--- config.mk ---
export PLATFORM = sky130hd
export DESIGN_NAME = ctrl_decode_pipe_flat
export DESIGN_NICKNAME = d
export VERILOG_FILES = /design/src/rtl/ctrl_decode_pipe_if.sv /design/src/rtl/ctrl_decode_pipe.sv /design/src/flat_wrapper.sv
export SDC_FILE = /design/constraint.sdc
export NUM_CORES = 1
export LEC_CHECK = 0
export BUFFER_PORTS_ARGS = -buffer_cell sky130_fd_sc_hd__buf_2
export CORE_AREA = 2 2 114 61
export CTS_BUF_LIST = sky130_fd_sc_hd__clkbuf_2 sky130_fd_sc_hd__clkbuf_4 sky130_fd_sc_hd__clkbuf_8
export DETAILED_ROUTE_END_ITERATION = 8
export DIE_AREA = 0 0 116 63
export GPL_TIMING_DRIVEN = 0
export SLEW_MARGIN = 0
export SYNTH_ARGS = -nofsm -noshare
export SYNTH_HDL_FRONTEND = slang
export SYNTH_SLANG_ARGS = --single-unit
--- constraint.sdc ---
create_clock -name clk -period 2.14 [get_ports clk]
set_clock_uncertainty 0.2 [all_clocks]
set_input_delay 0 -clock clk [delete_from_list [all_inputs] [get_ports clk]]
set_output_delay 0 -clock clk [all_outputs]
set_load 0.05 [all_outputs]
--- src/rtl/ctrl_decode_pipe_if.sv ---
// Bus between the instruction front end and the decode/control pipeline.
// Carries the instruction, the hazard controls, the stage-owned control fields and the FSM status.
interface ctrl_decode_pipe_if #(
    parameter int ALUC_W   = 4,
    parameter int MEMWR_W  = 4,
    parameter int ERRCNT_W = 8
);
    // Handshake: op/funct are meaningful only in a cycle where instr_valid=1 and the FSM is in RUN.
    // The instruction is consumed on the next rising edge unless stall or flush is high in that cycle.
    // When stall is high, the source must hold the same instruction and keep instr_valid high.
    // When flush is high, the instruction is discarded.
    // No ready signal exists; stall is the only back-pressure.
    logic                start;
    logic                instr_valid;
    logic [5:0]          op;
    logic [5:0]          funct;
    logic                stall;
    logic                flush;
    logic [ALUC_W-1:0]   alu_ctrl_e;
    logic [1:0]          alu_src_e;
    logic                reg_dst_e;
    logic [4:0]          shift_e;
    logic [1:0]          branch_e;
    logic [MEMWR_W-1:0]  mem_write_m;
    logic [1:0]          mem_read_m;
    logic                mem_unsig_m;
    logic                reg_write_w;
    logic                mem_to_reg_w;
    logic                running;
    logic                halted;
    logic                illegal;
    logic [ERRCNT_W-1:0] err_count;
    logic [1:0]          dbg_state;

    modport master (
        output start, instr_valid, op, funct, stall, flush,
        input  alu_ctrl_e, alu_src_e, reg_dst_e, shift_e, branch_e,
        input  mem_write_m, mem_read_m, mem_unsig_m, reg_write_w, mem_to_reg_w,
        input  running, halted, illegal, err_count, dbg_state
    );

    modport slave (
        input  start, instr_valid, op, funct, stall, flush,
        output alu_ctrl_e, alu_src_e, reg_dst_e, shift_e, branch_e,
        output mem_write_m, mem_read_m, mem_unsig_m, reg_write_w, mem_to_reg_w,
        output running, halted, illegal, err_count, dbg_state
    );
endinterface

--- src/rtl/ctrl_decode_pipe.sv ---
// MIPS-subset control decoder with registered ID/EX, EX/MEM and MEM/WB control stages.
// A run/drain/halt FSM gates decoding, and illegal instructions are counted with saturation.
module ctrl_decode_pipe #(
    parameter int          ALUC_W    = 4,
    parameter int          MEMWR_W   = 4,
    parameter int          DRAIN_CYC = 3,
    parameter int          ERRCNT_W  = 8,
    parameter logic [5:0]  HALT_OP   = 6'h3F
) (
    input  logic            clk,
    input  logic            reset_n,
    ctrl_decode_pipe_if.slave bus
);
    localparam int CNT_W = (DRAIN_CYC > 1) ? $clog2(DRAIN_CYC) : 1;

    typedef struct packed {
        logic [ALUC_W-1:0]  alu_ctrl;
        logic [1:0]         alu_src;
        logic               reg_dst;
        logic [4:0]         shift;
        logic [1:0]         branch;
        logic [MEMWR_W-1:0] mem_write;
        logic [1:0]         mem_read;
        logic               mem_unsig;
        logic               reg_write;
        logic               mem_to_reg;
    } ctrl_t;

    typedef enum logic [1:0] {S_IDLE, S_RUN, S_DRAIN, S_HALTED} state_t;

    localparam ctrl_t BUBBLE = '0;

    localparam logic [ALUC_W-1:0] ALU_ADD = ALUC_W'(0);
    localparam logic [ALUC_W-1:0] ALU_SUB = ALUC_W'(1);
    localparam logic [ALUC_W-1:0] ALU_AND = ALUC_W'(2);
    localparam logic [ALUC_W-1:0] ALU_OR  = ALUC_W'(3);
    localparam logic [ALUC_W-1:0] ALU_XOR = ALUC_W'(4);
    localparam logic [ALUC_W-1:0] ALU_NOR = ALUC_W'(5);
    localparam logic [ALUC_W-1:0] ALU_SLL = ALUC_W'(6);
    localparam logic [ALUC_W-1:0] ALU_SRL = ALUC_W'(7);
    localparam logic [ALUC_W-1:0] ALU_SRA = ALUC_W'(8);
    localparam logic [ALUC_W-1:0] ALU_SLT = ALUC_W'(9);

    state_t              state_q;
    logic [CNT_W-1:0]    drain_cnt_q;
    logic                running_q, halted_q;
    ctrl_t               e_q, m_q, w_q, e_d, m_d, w_d, dec_d;
    logic                known, is_end, run, take;
    logic                illegal_q, illegal_d;
    logic [ERRCNT_W-1:0] err_q, err_d;

    always_comb begin
        dec_d  = BUBBLE;
        known  = 1'b1;
        is_end = 1'b0;
        case (bus.op)
            6'h00: begin
                dec_d.reg_write = 1'b1;
                dec_d.reg_dst   = 1'b1;
                case (bus.funct)
                    6'h20: dec_d.alu_ctrl = ALU_ADD;
                    6'h22: dec_d.alu_ctrl = ALU_SUB;
                    6'h24: dec_d.alu_ctrl = ALU_AND;
                    6'h25: dec_d.alu_ctrl = ALU_OR;
                    6'h26: dec_d.alu_ctrl = ALU_XOR;
                    6'h27: dec_d.alu_ctrl = ALU_NOR;
                    6'h2A: dec_d.alu_ctrl = ALU_SLT;
                    6'h04: dec_d.alu_ctrl = ALU_SLL;
                    6'h06: dec_d.alu_ctrl = ALU_SRL;
                    6'h07: dec_d.alu_ctrl = ALU_SRA;
                    6'h00: begin dec_d.alu_ctrl = ALU_SLL; dec_d.alu_src = 2'd2; end
                    6'h02: begin dec_d.alu_ctrl = ALU_SRL; dec_d.alu_src = 2'd2; end
                    6'h03: begin dec_d.alu_ctrl = ALU_SRA; dec_d.alu_src = 2'd2; end
                    default: known = 1'b0;
                endcase
            end
            6'h20, 6'h21, 6'h23, 6'h24, 6'h25, 6'h27: begin
                dec_d.alu_src    = 2'd1;
                dec_d.reg_write  = 1'b1;
                dec_d.mem_to_reg = 1'b1;
                dec_d.mem_read   = (bus.op[1:0] == 2'b00) ? 2'd1 :
                                   (bus.op[1:0] == 2'b01) ? 2'd2 : 2'd0;
                dec_d.mem_unsig  = (bus.op == 6'h24) || (bus.op == 6'h25) || (bus.op == 6'h27);
            end
            6'h28: begin dec_d.alu_src = 2'd1; dec_d.mem_write = MEMWR_W'(4'b0001); end
            6'h29: begin dec_d.alu_src = 2'd1; dec_d.mem_write = MEMWR_W'(4'b0011); end
            6'h2B: begin dec_d.alu_src = 2'd1; dec_d.mem_write = MEMWR_W'(4'b1111); end
            6'h08, 6'h0A, 6'h0C, 6'h0D, 6'h0E: begin
                dec_d.alu_src   = 2'd1;
                dec_d.reg_write = 1'b1;
                case (bus.op)
                    6'h0A:   dec_d.alu_ctrl = ALU_SLT;
                    6'h0C:   dec_d.alu_ctrl = ALU_AND;
                    6'h0D:   dec_d.alu_ctrl = ALU_OR;
                    6'h0E:   dec_d.alu_ctrl = ALU_XOR;
                    default: dec_d.alu_ctrl = ALU_ADD;
                endcase
            end
            6'h0F: begin
                dec_d.alu_ctrl  = ALU_SLL;
                dec_d.alu_src   = 2'd1;
                dec_d.shift     = 5'd16;
                dec_d.reg_write = 1'b1;
            end
            // Branches compare by subtraction and write nothing.
            6'h04: begin dec_d.alu_ctrl = ALU_SUB; dec_d.branch = 2'd1; end
            6'h05: begin dec_d.alu_ctrl = ALU_SUB; dec_d.branch = 2'd2; end
            HALT_OP: is_end = 1'b1;
            default: known = 1'b0;
        endcase
        if (!known || is_end) dec_d = BUBBLE;
    end

    always_comb begin
        run  = (state_q == S_RUN);
        // A stalled instruction is re-presented later and a flushed one is dropped, so neither is consumed now.
        take = run && bus.instr_valid && !bus.flush && !bus.stall;
        if (bus.flush || !bus.instr_valid || !run) e_d = BUBBLE;
        else if (bus.stall)                        e_d = e_q;
        else                                       e_d = dec_d;
        m_d       = bus.stall ? BUBBLE : e_q;
        w_d       = m_q;
        illegal_d = take && !known;
        err_d     = (illegal_d && (err_q != {ERRCNT_W{1'b1}})) ? err_q + 1'b1 : err_q;
    end

    always_ff @(posedge clk or negedge reset_n) begin
        if (!reset_n) begin
            e_q       <= BUBBLE;
            m_q       <= BUBBLE;
            w_q       <= BUBBLE;
            illegal_q <= 1'b0;
            err_q     <= '0;
        end else begin
            e_q       <= e_d;
            m_q       <= m_d;
            w_q       <= w_d;
            illegal_q <= illegal_d;
            err_q     <= err_d;
        end
    end

    always_ff @(posedge clk or negedge reset_n) begin
        if (!reset_n) begin
            state_q     <= S_IDLE;
            drain_cnt_q <= '0;
            running_q   <= 1'b0;
            halted_q    <= 1'b0;
        end else begin
            case (state_q)
                S_IDLE, S_HALTED: if (bus.start) begin
                    state_q   <= S_RUN;
                    running_q <= 1'b1;
                    halted_q  <= 1'b0;
                end
                S_RUN: if (take && is_end) begin
                    state_q     <= S_DRAIN;
                    drain_cnt_q <= '0;
                    running_q   <= 1'b0;
                end
                S_DRAIN: begin
                    if (drain_cnt_q == CNT_W'(DRAIN_CYC - 1)) begin
                        state_q  <= S_HALTED;
                        halted_q <= 1'b1;
                    end else begin
                        drain_cnt_q <= drain_cnt_q + 1'b1;
                    end
                end
                default: state_q <= S_IDLE;
            endcase
        end
    end

    assign bus.alu_ctrl_e   = e_q.alu_ctrl;
    assign bus.alu_src_e    = e_q.alu_src;
    assign bus.reg_dst_e    = e_q.reg_dst;
    assign bus.shift_e      = e_q.shift;
    assign bus.branch_e     = e_q.branch;
    assign bus.mem_write_m  = m_q.mem_write;
    assign bus.mem_read_m   = m_q.mem_read;
    assign bus.mem_unsig_m  = m_q.mem_unsig;
    assign bus.reg_write_w  = w_q.reg_write;
    assign bus.mem_to_reg_w = w_q.mem_to_reg;
    assign bus.running      = running_q;
    assign bus.halted       = halted_q;
    assign bus.illegal      = illegal_q;
    assign bus.err_count    = err_q;
    assign bus.dbg_state    = state_q;
endmodule

--- src/flat_wrapper.sv ---
// flat-port wrapper written by rule: the top's interface ports become plain ports
module ctrl_decode_pipe_flat 
#(
    parameter int          ALUC_W    = 4,
    parameter int          MEMWR_W   = 4,
    parameter int          DRAIN_CYC = 3,
    parameter int          ERRCNT_W  = 8,
    parameter logic [5:0]  HALT_OP   = 6'h3F
)
  (clk, reset_n, bus_start, bus_instr_valid, bus_op, bus_funct, bus_stall, bus_flush, bus_alu_ctrl_e, bus_alu_src_e, bus_reg_dst_e, bus_shift_e, bus_branch_e, bus_mem_write_m, bus_mem_read_m, bus_mem_unsig_m, bus_reg_write_w, bus_mem_to_reg_w, bus_running, bus_halted, bus_illegal, bus_err_count, bus_dbg_state);
  ctrl_decode_pipe_if #(.ALUC_W(ALUC_W), .MEMWR_W(MEMWR_W), .ERRCNT_W(ERRCNT_W)) bus_i ();
  input  logic clk;
  input  logic reset_n;
  input wire logic [$bits(bus_i.start)-1:0] bus_start;
  input wire logic [$bits(bus_i.instr_valid)-1:0] bus_instr_valid;
  input wire logic [$bits(bus_i.op)-1:0] bus_op;
  input wire logic [$bits(bus_i.funct)-1:0] bus_funct;
  input wire logic [$bits(bus_i.stall)-1:0] bus_stall;
  input wire logic [$bits(bus_i.flush)-1:0] bus_flush;
  output wire logic [$bits(bus_i.alu_ctrl_e)-1:0] bus_alu_ctrl_e;
  output wire logic [$bits(bus_i.alu_src_e)-1:0] bus_alu_src_e;
  output wire logic [$bits(bus_i.reg_dst_e)-1:0] bus_reg_dst_e;
  output wire logic [$bits(bus_i.shift_e)-1:0] bus_shift_e;
  output wire logic [$bits(bus_i.branch_e)-1:0] bus_branch_e;
  output wire logic [$bits(bus_i.mem_write_m)-1:0] bus_mem_write_m;
  output wire logic [$bits(bus_i.mem_read_m)-1:0] bus_mem_read_m;
  output wire logic [$bits(bus_i.mem_unsig_m)-1:0] bus_mem_unsig_m;
  output wire logic [$bits(bus_i.reg_write_w)-1:0] bus_reg_write_w;
  output wire logic [$bits(bus_i.mem_to_reg_w)-1:0] bus_mem_to_reg_w;
  output wire logic [$bits(bus_i.running)-1:0] bus_running;
  output wire logic [$bits(bus_i.halted)-1:0] bus_halted;
  output wire logic [$bits(bus_i.illegal)-1:0] bus_illegal;
  output wire logic [$bits(bus_i.err_count)-1:0] bus_err_count;
  output wire logic [$bits(bus_i.dbg_state)-1:0] bus_dbg_state;
  assign bus_i.start = bus_start;
  assign bus_i.instr_valid = bus_instr_valid;
  assign bus_i.op = bus_op;
  assign bus_i.funct = bus_funct;
  assign bus_i.stall = bus_stall;
  assign bus_i.flush = bus_flush;
  assign bus_alu_ctrl_e = bus_i.alu_ctrl_e;
  assign bus_alu_src_e = bus_i.alu_src_e;
  assign bus_reg_dst_e = bus_i.reg_dst_e;
  assign bus_shift_e = bus_i.shift_e;
  assign bus_branch_e = bus_i.branch_e;
  assign bus_mem_write_m = bus_i.mem_write_m;
  assign bus_mem_read_m = bus_i.mem_read_m;
  assign bus_mem_unsig_m = bus_i.mem_unsig_m;
  assign bus_reg_write_w = bus_i.reg_write_w;
  assign bus_mem_to_reg_w = bus_i.mem_to_reg_w;
  assign bus_running = bus_i.running;
  assign bus_halted = bus_i.halted;
  assign bus_illegal = bus_i.illegal;
  assign bus_err_count = bus_i.err_count;
  assign bus_dbg_state = bus_i.dbg_state;
  ctrl_decode_pipe #(.ALUC_W(ALUC_W), .MEMWR_W(MEMWR_W), .DRAIN_CYC(DRAIN_CYC), .ERRCNT_W(ERRCNT_W), .HALT_OP(HALT_OP)) u_core (.clk(clk), .reset_n(reset_n), .bus(bus_i));
endmodule
==> flow_summary_export.csv, run 1 <==
group,metric,value,unit
status,status,"completed",
clocking,path_clk_slew,0.08,ns
floorplan,ios,54,
sta,maxSlewViolCount,0,
setup_path,worstSetupPathType,"reg2reg",
floorplan,core,6360,µm²
power_and_ir_drop,finalPower,2140,µW
power_and_ir_drop,p_leak,0.00146,µW
yosys,synth_cell_types,47,
sta,timing.slew.headroom,0.373,
yosys,synth_top_area_cell,"dfrtp_1",
yosys,async_flop_share,1.00,
global_route,grt_max_degree,44,
clocking,cts.sinks,43,
floorplan,rows,21,
routing,via_count,1986,
sta,fin_worst_hold_slack,0.0278,ns
yosys,synth_top_area_share,0.464,
placed_design,dp_hpwl,4.08,mm
sta,finalHoldViolCount,0,
clocking,cts_root_buf,"clkbuf_8",
setup_path,critPathCaptureType,"flop",
yosys,syn_avg_cell_area,9.91,µm²
floorplan,die-height,63,µm
power_and_ir_drop,ir_worst_vdd,0.000567,V
routing,drc_errors,0,
clocking,cts_tree,"yes",
setup_path,crit_path_start_kind,"flop",
yosys,synth_edf_count,0,
routing,drt-initial-drc-count,136,
global_route,antenna_found_initial,0,
yosys,synth_area_leaders,"dfrtp_1 (46%), buf_4 (6.1%), nor2b_1 (4.0%)",
cells_and_area,num_antenna_cells,0,
cells_and_area,final_nets,328,
sta,fin_crit_sh,0.969,
sta,tightest_slew,0.941,ns
setup_path,worstPathMaxFanout,8,
routing,route.final.wire_length,5.70,mm
sta,setup_viol,0,
global_route,grt-ovfl-total,0,
floorplan,start_util,0.365,
floorplan,die_x,116,µm
routing,dr.pass1.iters,4,
routing,ant_nets,0,
setup_path,max_stage_delay,0.49,ns
clocking,clk_latency,0.30,ns
yosys,yosys_most_used_dff,"dfrtp_1",
yosys,synthesis.area,2320,µm²
yosys,synth-seq-cells,43,
global_route,grt_pass1_wl,9.28,mm
setup_path,path_cells,"inv_2 -> ha_4 -> nor4bb_4 -> or3b_4 -> nor3_2 -> a21oi_1 -> o221ai_1",
sta,period_needed,2.07,ns
routing,wl_per_cell,14.3,µm
global_route,track_usage,0.166,
sta,rsz0062_at_grt,"yes",
clocking,clock_path_buffers,2,
yosys,yosys_warnings,0,
placed_design,place_inst,375,
placed_design,io_buffers,46,
routing,via_per_inst,4.98,
sta,fmax,482,MHz
min_path,hold_class,"in2reg",
cells_and_area,mostFrequentLayoutCells,"buf_2 (43), dfrtp_1 (39), buf_4 (26)",
power_and_ir_drop,p_per_area,704,nW/µm²
clocking,cts_max_level,2,
setup_path,slowest_stage,"or3b_4",
placed_design,gp_congestion,0.891,
cells_and_area,final_cells,399,
cells_and_area,drive_above_1_share,0.345,
global_route,first_global_vias,1836,
setup_path,critical_path_required,2.16,ns
floorplan,dieArea,7310,µm²
cells_and_area,final_common_cell,"buf_2",
yosys,ys_seq_area_frac,0.464,
yosys,synthCells,234,
setup_path,arrival,2.09,ns
clocking,cts_buffers,5,
flow_run,maxCapViolations,0,
cells_and_area,area_growth,30.9,%
registers in the layout (all words and copies together) (netlist names), 2 cells and up:
signal                  flops
u_core.bus.alu_ctrl_e       4
u_core.bus.alu_src_e        2
u_core.bus.branch_e         2
u_core.bus.dbg_state        2
u_core.bus.err_count        8
u_core.bus.mem_read_m       2
u_core.bus.mem_write_m      3
u_core.drain_cnt_q          2
u_core.e_q                  8
u_core.m_q                  2
routing by layer:
| layer | vias to the layer above | wire (µm) | share of wire | track usage |
|---|---|---|---|---|
| li1 | 971 | - | - | - |
| met3 | 9 | 301 | 0.053 | 0.0446 |
| met1 | 957 | 2950 | 0.52 | 0.249 |
| met5 | - | 0 | 0 | 0 |
| met2 | 49 | 2360 | 0.41 | 0.229 |
| met4 | 0 | 82 | 0.014 | 0.0551 |
power breakdown:
| part | internal (µW) | total (µW) | switching, µW |
|---|---|---|---|
| logic | 266 | 681 | 416 |
| clock network | 255 | 530 | 276 |
| registers | 868 | 924 | 55.8 |
| total | 1390 | 2140 | 747 |
cells in the mapped netlist, types with 2 or more instances:
library cell / count
a21oi_1: 10
a22o_1: 8
a22oi_1: 2
a31oi_1: 4
a32o_1: 7
a32oi_1: 2
and2_1: 2
and3_1: 7
buf_2: 2
buf_4: 19
clkbuf_1: 9
dfrtp_1: 43
ha_1: 4
inv_1: 8
mux2i_1: 2
nand2_1: 12
nand2b_1: 5
nand3_1: 6
nand4_1: 3
nor2_1: 11
nor2b_1: 15
nor3_1: 5
o21ai_0: 12
o21ai_1: 4
o22ai_1: 5
or3b_2: 2
xnor2_1: 5
worst paths after layout:
check                                                      end  slack (ns)  cells past startpoint                                 from
setup / recovery             u_core.drain_cnt_q[1]$_DFFE_PN0P_        0.07                      7  u_core.bus.dbg_state[1]$_DFFE_PN0P_
hold / removal                       u_core.e_q[5]$_DFFE_PN0P_        0.03                      3                            bus_op[4]
setup reg to reg             u_core.drain_cnt_q[1]$_DFFE_PN0P_        0.07                      7  u_core.bus.dbg_state[1]$_DFFE_PN0P_
hold reg to reg               u_core.bus.reg_write_w$_DFF_PN0_        0.15                      0              u_core.m_q[1]$_DFF_PN0_
max in group asynchronous  u_core.bus.dbg_state[1]$_DFFE_PN0P_        0.90                      2                              reset_n
min in group asynchronous       u_core.bus.running$_DFFE_PN0P_        0.17                      2                              reset_n
metrics by stage:
stage / setup TNS [ns] / utilization / cell area (µm²) / setup WS (ns)
after CTS: 0 / 0.472 / 3000 / 0.0296
after global routing: -0.0723 / 0.477 / 3040 / -0.0357
after global placement: -0.332 / 0.431 / 2740 / -0.0718
after floorplan: -0.0781 / - / 2390 / -0.0407
after detailed placement: -0.926 / 0.431 / 2740 / -0.0809
final: 0 / 0.477 / 3040 / 0.0662
critical path: cells and delay by family, from the launching register on:
| family | cells | cell delay [ns] |
|---|---|---|
| AND/OR/NAND/NOR | 3 | 0.88 |
| flip-flops | 1 | 0.41 |
| AO/OA/AOI/OAI | 2 | 0.27 |
| adder cells (fa/ha/maj) | 1 | 0.15 |
| buffers and inverters | 1 | 0.08 |
area by class of cell:
type | count | area [µm²]
buffer | 30 | 198
clock buffer | 7 | 83.8
clock inverter | 1 | 5.00
fill | 624 | 3320
inverter | 8 | 30.0
multi-input combinational | 154 | 1110
sequential | 43 | 1080
tap | 92 | 115
timing repair buffer | 64 | 410
timing repair:
item,4_1_cts,5_1_grt
endpoints found under the hold margin,64,0
pin swaps,0,9
gates cloned,0,0
gates resized for setup,4,11
setup endpoints to repair,19,16
hold buffers,14,0
buffers inserted,3,3
kinds of logic (layout without fill, tap and decap cells):
group	count (synthesis)	after routing	synth area share
fa+ha+maj	4	4	0.0216
simple gates	76	76	0.194
other cells	1	4	0.00162
buf+inv	40	110	0.0998
compound gates	62	62	0.187
flops	43	43	0.464
xor+xnor	5	5	0.0189
mux	3	3	0.0135
No activity file was read; power rests on OpenSTA's default activity.
==> run 2: changes to the inputs <==
Clock period 2.14 ns to 1.7 ns, I/O delays scaled along.
==> run 2 against run 1 <==
The flow now finishes with violations (negative hold slack, negative setup slack). Clock power rose by 53%. Global-route usage rose by 0.29 points. Die area did not move. Utilization rose by 2.4 points. Register-to-register slack got worse by 0.49 ns. Sequential power rose by 26%. Via count fell by 0.20%. Critical endpoint is now u_core.bus.alu_ctrl_e[1]$_DFFE_PN0P_. Largest power group unchanged.
==> flow_summary_export.csv, run 2 (synthesis gave the netlist of run 1 again) <==
group,metric,value,unit
flow_run,maxCapViolations,0,
setup_path,critPathCaptureType,"flop",
power_and_ir_drop,ir_worst_vdd,0.000599,V
floorplan,die_x,116,µm
sta,tightest_slew,0.945,ns
routing,via_count,1982,
floorplan,die-height,63,µm
power_and_ir_drop,clock_power_share,0.281,
clocking,path_clk_slew,0.08,ns
routing,drt-initial-drc-count,135,
global_route,use_met3,0.0456,
floorplan,ios,54,
placed_design,place_area,2790,µm²
cells_and_area,drive_above_1_share,0.416,
setup_path,arrival,2.16,ns
sta,setup_viol,32,
floorplan,start_util,0.365,
cells_and_area,area_growth,37.5,%
status,violations,"negative hold slack, negative setup slack",
global_route,grt_most_used_layer,"met1",
global_route,grt_max_degree,44,
global_route,first_global_vias,1886,
placed_design,dp_hpwl,3.98,mm
global_route,grt_pass1_wl,9.61,mm
sta,fin_crit_sh,1.25,
power_and_ir_drop,switching_share,0.349,
global_route,grt_use_met1,0.257,
power_and_ir_drop,pwr-share-comb,0.316,
power_and_ir_drop,p_leak,0.00153,µW
global_route,met2_usage,0.235,
floorplan,core,6360,µm²
power_and_ir_drop,pwr-share-seq,0.403,
routing,dr.pass1.iters,5,
cells_and_area,post-route-cell-area,3190,µm²
cells_and_area,num_antenna_cells,0,
routing,via_per_inst,4.96,
sta,timing.slew.headroom,0.370,
power_and_ir_drop,power.internal,1880,µW
clocking,hold_buffers,7,
power_and_ir_drop,p_per_area,906,nW/µm²
clocking,clock_path_buffers,2,
setup_path,worstPathMaxFanout,4,
placed_design,gp_congestion,0.815,
floorplan,dieArea,7310,µm²
sta,fmax,471,MHz
clocking,cts.sinks,43,
sta,final.setup.tns,-9.18,ns
cells_and_area,multi_input_area,1200,µm²
clocking,cts_buffers,5,
min_path,hold_depth,3,
routing,ant_nets,0,
setup_path,reg2reg_depth,7,
clocking,cts_tree,"yes",
setup_path,r2r_slack,-0.42,ns
cells_and_area,final_common_cell,"buf_2",
cells_and_area,final_nets,329,
power_and_ir_drop,finalPower,2890,µW
routing,wl_per_cell,14.2,µm
sta,maxSlewViolCount,0,
cells_and_area,mostFrequentLayoutCells,"buf_2 (46), dfrtp_1 (39), buf_4 (23)",
status,status,"finished with violations",
min_path,hold_class,"in2reg",
clocking,cts_root_buf,"clkbuf_8",
sta,setup_ws,-0.425,ns
sta,fin_worst_hold_slack,-0.0860,ns
cells_and_area,ff_latch_area,1080,µm²
placed_design,io_buffers,46,
sta,finalHoldViolCount,4,
setup_path,worstSetupPathType,"reg2reg",
floorplan,rows,21,
routing,drc_errors,0,
sta,period_needed,2.12,ns
global_route,antenna_found_initial,0,
global_route,grt-ovfl-total,0,
setup_path,crit_path_start_kind,"flop",
cells_and_area,nFillCells,625,
power_and_ir_drop,p_switching,1010,µW
sta,rsz0062_at_grt,"yes",
clocking,cts_max_level,2,
clocking,clk_latency,0.30,ns
setup_path,critical_path_required,1.73,ns
routing,route.final.wire_length,5.70,mm
global_route,track_usage,0.169,
## run 2: changes by cell type in the layout (fill, tap and decap cells not counted), sizes merged
cell | previous run | this run
clkbuf | 17 | 14
buf | 70 | 79
dlygate4sd3 | 13 | 7
bufinv | 0 | 1
clkinv | 1 | 2
dlymetal6s4s | 1 | 0
## run 2: what timing repair did
| action | CTS | global route |
|---|---|---|
| setup endpoints to repair | 31 | 32 |
| setup buffers | 8 | 4 |
| gates resized for setup | 17 | 23 |
| endpoints found under the hold margin | 65 | 2 |
| gates cloned | 1 | 0 |
| pin swaps | 7 | 14 |
## run 2: final timing paths
check / startpoint / endpoint
worst max-delay path: u_core.bus.dbg_state[1]$_DFFE_PN0P_ / u_core.bus.alu_ctrl_e[1]$_DFFE_PN0P_
worst min-delay path: bus_funct[4] / u_core.bus.alu_src_e[1]$_DFFE_PN0P_
worst max register to register: u_core.bus.dbg_state[1]$_DFFE_PN0P_ / u_core.bus.alu_ctrl_e[1]$_DFFE_PN0P_
worst min register to register: u_core.m_q[0]$_DFF_PN0_ / u_core.bus.mem_to_reg_w$_DFF_PN0_
max in group asynchronous: reset_n / u_core.bus.err_count[1]$_DFFE_PN0P_
min in group asynchronous: reset_n / u_core.bus.dbg_state[0]$_DFFE_PN0P_
## run 2: critical path, cell delays in order, from the launching register on
cell and delay (ns):
dfrtp_2 0.43, inv_4 0.08, ha_4 0.13, nor4bb_4 0.23
buf_4 0.17, o21ai_4 0.08, or4_4 0.57, o21ai_1 0.15
## run 2: stage by stage
step / instances / utilization / setup slack, ns
finish: 400 / 0.502 / -0.425
floorplan: 237 / - / -0.481
CTS: 397 / 0.484 / -0.409
detailed placement: 375 / 0.439 / -0.592
global placement: 375 / 0.439 / -0.572
global route: 400 / 0.502 / -0.522
## run 2: cell type report
cell class                 count  share of cell area
inverter                       8              0.0102
multi-input combinational    154               0.376
clock buffer                   5              0.0216
clock inverter                 3              0.0137
sequential                    43               0.339
tap                           92              0.0361
buffer                        30              0.0718
timing repair buffer          65               0.132
## run 2: routing by layer
layer | share of wire | wire [µm]
met5 | 0 | 0
met4 | 0.0097 | 55
met3 | 0.062 | 353
met2 | 0.41 | 2330
met1 | 0.52 | 2960
## run 2: power by group through the flow
stage	registers [µW]	logic (µW)	clock network (µW)
detailed placement	1180	782	0
global placement	1180	750	0
CTS	1160	820	845
finish	1160	914	811
global route	1180	985	887
floorplan	1340	411	0
